===== src/rtl/unified_mem_sequencer.sv =====
`default_nettype none
// ============================================================================
// Module   : unified_mem_sequencer
// Purpose  : Shares one byte-wide RAM between instruction fetch and load/store.
//            Each 32-bit access becomes big-endian byte beats. Defining
//            MEM_SEQ_RR_EN selects round-robin arbitration instead of fixed
//            MEM-over-IF priority.
// Revision : 1.0 - initial release
// ============================================================================
module unified_mem_sequencer #(
    parameter int ADDR_W = 8
) (
    input  logic              clk,
    input  logic              Reset,
    input  logic              if_req,
    input  logic [31:0]       if_addr,
    output logic [31:0]       if_rdata,
    output logic              if_ready,
    input  logic              mem_req,
    input  logic              mem_rw,
    input  logic              mem_size,
    input  logic [31:0]       mem_addr,
    input  logic [31:0]       mem_wdata,
    output logic [31:0]       mem_rdata,
    output logic              mem_ready,
    output logic [ADDR_W-1:0] ram_addr,
    output logic              ram_we,
    output logic [7:0]        ram_wdata,
    input  logic [7:0]        ram_rdata,
    output logic              busy,
    output logic              stall_if,
    output logic              stall_mem
);

    localparam logic [1:0] c_st_idle = 2'd0;
    localparam logic [1:0] c_st_xfer = 2'd1;
    localparam logic [1:0] c_st_resp = 2'd2;
    localparam logic       c_own_if  = 1'b0;
    localparam logic       c_own_mem = 1'b1;

    logic [1:0]        r_state;
    logic [1:0]        r_beat;
    logic              r_owner;
    logic              r_rw;
    logic              r_size;
    logic [ADDR_W-1:0] r_addr;
    logic [31:0]       r_wdata;
    logic [31:0]       r_acc;

    logic              w_grant;
    logic              w_grant_mem;
    logic              w_is_last;
    logic [7:0]        w_wbyte;
    logic              w_xfer;
    logic              w_unused;

    assign w_unused = ^{if_addr[31:ADDR_W], mem_addr[31:ADDR_W]};
    assign w_grant  = if_req | mem_req;

`ifdef MEM_SEQ_RR_EN
    logic r_last_owner;

    // On contention the grant alternates away from whoever was served last.
    always_comb begin
        w_grant_mem = mem_req;
        if (mem_req && if_req) begin
            w_grant_mem = (r_last_owner == c_own_if);
        end
    end

    always_ff @(posedge clk) begin
        if (!Reset) begin
            r_last_owner <= c_own_if;
        end else if (r_state == c_st_idle && w_grant) begin
            r_last_owner <= w_grant_mem;
        end
    end
`else
    assign w_grant_mem = mem_req;
`endif

    // Fetches are latched as word reads, so size alone decides the final beat.
    assign w_is_last = (r_beat == (r_size ? 2'd3 : 2'd0));

    always_comb begin
        w_wbyte = r_wdata[7:0];
        if (r_size) begin
            case (r_beat)
                2'd0:    w_wbyte = r_wdata[31:24];
                2'd1:    w_wbyte = r_wdata[23:16];
                2'd2:    w_wbyte = r_wdata[15:8];
                default: w_wbyte = r_wdata[7:0];
            endcase
        end
    end

    always_ff @(posedge clk) begin
        if (!Reset) begin
            r_state <= c_st_idle;
            r_beat  <= 2'd0;
            r_owner <= c_own_if;
            r_rw    <= 1'b0;
            r_size  <= 1'b0;
            r_addr  <= '0;
            r_wdata <= 32'h0;
            r_acc   <= 32'h0;
        end else begin
            case (r_state)
                c_st_idle: begin
                    if (w_grant) begin
                        r_owner <= w_grant_mem;
                        r_rw    <= w_grant_mem ? mem_rw : 1'b0;
                        r_size  <= w_grant_mem ? mem_size : 1'b1;
                        r_addr  <= w_grant_mem ? mem_addr[ADDR_W-1:0] : if_addr[ADDR_W-1:0];
                        r_wdata <= w_grant_mem ? mem_wdata : 32'h0;
                        r_acc   <= 32'h0;
                        r_beat  <= 2'd0;
                        r_state <= c_st_xfer;
                    end
                end
                c_st_xfer: begin
                    if (!r_rw) begin
                        r_acc <= {r_acc[23:0], ram_rdata};
                    end
                    if (w_is_last) begin
                        r_state <= c_st_resp;
                    end else begin
                        r_beat <= r_beat + 2'd1;
                    end
                end
                c_st_resp: begin
                    r_state <= c_st_idle;
                end
                default: begin
                    r_state <= c_st_idle;
                end
            endcase
        end
    end

    assign w_xfer    = (r_state == c_st_xfer);
    assign ram_addr  = w_xfer ? (r_addr + ADDR_W'(r_beat)) : '0;
    assign ram_we    = w_xfer & r_rw;
    assign ram_wdata = ram_we ? w_wbyte : 8'h00;

    assign if_ready  = (r_state == c_st_resp) && (r_owner == c_own_if);
    assign mem_ready = (r_state == c_st_resp) && (r_owner == c_own_mem);
    assign if_rdata  = if_ready ? r_acc : 32'h0;
    assign mem_rdata = (mem_ready && !r_rw) ? r_acc : 32'h0;

    assign busy      = (r_state != c_st_idle);
    assign stall_if  = if_req & ~if_ready;
    assign stall_mem = mem_req & ~mem_ready;

endmodule
`default_nettype wire


===== config.mk =====
export PLATFORM = sky130hd
export DESIGN_NAME = unified_mem_sequencer
export DESIGN_NICKNAME = d
export VERILOG_FILES = /design/src/rtl/unified_mem_sequencer.sv
export SDC_FILE = /design/constraint.sdc
export NUM_CORES = 1
export LEC_CHECK = 0
export BUFFER_PORTS_ARGS = -buffer_cell sky130_fd_sc_hd__buf_4
export CAP_MARGIN = 30
export CORE_MARGIN = 1
export CORE_UTILIZATION = 42
export DETAILED_ROUTE_END_ITERATION = 12
export PLACE_DENSITY = 0.8
export RECOVER_POWER = 100
export SLEW_MARGIN = 40
export SYNTH_ARGS = -nofsm -noshare
export SYNTH_HDL_FRONTEND = slang
export SYNTH_SLANG_ARGS = --single-unit

===== constraint.sdc =====
create_clock -name clk -period 1.3 [get_ports clk]
set_input_delay 0.065 -clock clk [delete_from_list [all_inputs] [get_ports clk]]
set_output_delay 0.065 -clock clk [all_outputs]
set_load 0.005 [all_outputs]

==> metrics <==
Initial DRC Count=341; required time of the critical path=1240 ps; Hold Crit Class=in -> reg; Final Setup Violations=163; placed cells=770; reg2reg path depth=8; Netlist cell types=44; pin count of the biggest net entering global routing=45; clk_lat worst skew=350 ps; CTS tree=yes; unrepaired setup endpoints after global routing=yes; Post-Syn Area=4060 um^2; Wirelength per Cell=22.1 um; first-pass GRT wire length=26,100 um; Die Ht=100 um; vias per std cell=5.87; fillcell total=426; number of port buffers=147; reg2reg start=r_state[0]; detailed placement HPWL=8110 um; leakage=3.48 nW; failing checks=negative setup slack; post-synthesis cell count=501; grt ovf=0; share of layout cells above drive strength 1=58.3%; worst rel slew slack=65.2%; reg2reg setup slack=-340 ps; P per Cell Area=880 nW/um^2; Ys Warns=0; Initial Util=43.7%; Worst Clk Skew=12.6 ps; Final nets=854; synth-to-layout area growth=96.4%; CTS sink count=79; number of global-route vias before repair=5,042; DRT Wirelength=19,200 um; syn nets=618; share of flip-flops with an asynchronous set or reset=0%; FMAX=514 MHz; worst slew pin tran=521 ps; post-route insts no fill=870; sequential share of the synthesized area=39.0%; H-tree levels=3; VDD IR-drop max=0.658 mV; nature of the critical path endpoint=output port; Critical Path Sink=ram_addr[2]; I/O pins=196; worst setup path startpoint=r_beat[0]; root buf cell=clkbuf_8; r2r endpoint=r_wdata[14]; DR vias=5,108; area of the core=9280 um^2; CP max FO=5; DP Area=5510 um^2; ys flop type=dfxtp_1; final worst setup slack=-646 ps; status=finished, violations left; Tot GR Track Use=34.4%; Site Rows=35; Max Buffers Root-to-Sink=2; number of synthesized flops with an enable pin=0; Worst Path Arrival=1880 ps; Final Cell Area=7970 um^2; DIE AREA=10,100 um^2; syn avg cell area=8.10 um^2; Setup crit start kind=flip-flop; flops & latches, synth=79; TritonCTS buffer count=9; # diodes=0; post-layout min period=1950 ps; critical path type=reg -> out; clock-pin slew on the worst setup and hold paths=80 ps; Hold Fails Final Rpt=0; Routed Antenna Nets=0; fin crit share=150%; residual DRC count=0; pins over their slew limit=0; hold path start=mem_req; max-cap violations=0; Final Wtd Congestion=0.890; die width=100 um; initial antenna violation count=0; drt first pass iters=6
==> sequential cells by signal, indices dropped and copies added, names as in the netlist <==
register and cells:
r_owner 1, r_beat 2, r_state 2, r_size 1, r_addr 8, r_acc 32, r_wdata 32, r_rw 1
==> area by class of cell <==
cell class              count  area [um^2]  area share, %
flip-flops and latches     79         1600           20.1
repair buffers            265         2890           36.3
well taps                 129          161           2.03
clock buffers              11          141           1.78
multi-input cells         375         3070           38.6
clock inverters             4         70.1          0.880
inverters                   7         26.3          0.330
==> power by group <==
group / internal [W] / switching, W / total, W
clock: 0.00112 / 0.000904 / 0.00202
sequential: 0.00255 / 0.000143 / 0.00270
combinational: 0.00119 / 0.00109 / 0.00229
total: 0.00487 / 0.00214 / 0.00701
==> how the worst min path moves through the flow <==
stage	slack, ps	cells past startpoint	endpoint
after floorplan	210	2	r_rw
after global placement	330	3	r_wdata[12]
final	20	3	r_owner
after detailed placement	330	3	r_wdata[14]
after global routing	3	3	r_owner
after CTS	4	3	r_acc[7]
==> per-stage QoR <==
| step | hold slack [ps] | TNS (ps) | util (%) | worst slack, ps | power [W] |
|---|---|---|---|---|---|
| finish | 17.1 | -51800 | 85.8 | -646 | 0.00701 |
| global route | 3.29 | -59730 | 85.8 | -695 | 0.00721 |
| CTS | 4.25 | -45040 | 80.6 | -521 | 0.00664 |
| detailed placement | 326 | -8130 | 59.3 | -222 | 0.00385 |
| global placement | 325 | -3160 | 59.3 | -160 | 0.00380 |
| floorplan | 205 | -105 | - | -37.4 | 0.00335 |
==> placed cells by master (no fill, tap or decap), drive strengths merged, types with 8 or more instances in the layout <==
| cell type | n |
|---|---|
| mux2i | 40 |
| a21oi | 47 |
| a211oi | 17 |
| clkbuf | 13 |
| o21ai | 37 |
| dlygate4sd3 | 42 |
| dfxtp | 79 |
| and2 | 67 |
| nand2 | 104 |
| nor2 | 16 |
| buf | 219 |
| a222oi | 8 |
==> metal layers <==
layer  up-vias  routed length [um]  global-route usage [%]
li1       2182                   -                       -
met4         0                1200                    20.4
met1      2470                6540                    34.1
met2       345               10100                    66.5
met3       111                1340                    5.78
met5         -                   0                       0
==> worst max-delay path, stage by stage, from the launching register on <==
cell and delay [ps]:
dfxtp_4 390, ha_4 170, fa_2 390, buf_4 150, xnor2_1 130, nor2_1 160
buf_4 140
==> timing repair <==
action | in CTS | in global routing
pin swaps | 89 | 28
hold endpoints to repair | 42 | 0
hold buffers | 42 | 0
cloned | 19 | 2
setup endpoints to repair | 162 | 165
gates resized for setup | 213 | 158
setup buffers | 23 | 10
==> cell families after synthesis <==
group           share of synthesized area, %
fa+ha+maj                               2.34
compound gates                          17.6
mux                                     9.87
simple gates                            25.1
xor+xnor                               0.432
flops                                   39.0
buf+inv                                 5.64
==> cell usage after synthesis, drive strengths merged (3+ instances only) <==
cell	count	area, um^2
nor2b	3	18.8
ha	6	75.1
dfxtp	79	1580
clkbuf	22	82.6
a21oi	47	235
inv	6	22.5
a211oi	17	140
mux2i	40	400
nor3	4	25.0
nor2	15	66.3
nand2	103	387
a222oi	8	80.1
buf	20	120
and2	67	419
o21ai	37	185
No activity file was read; power rests on OpenSTA's default activity.
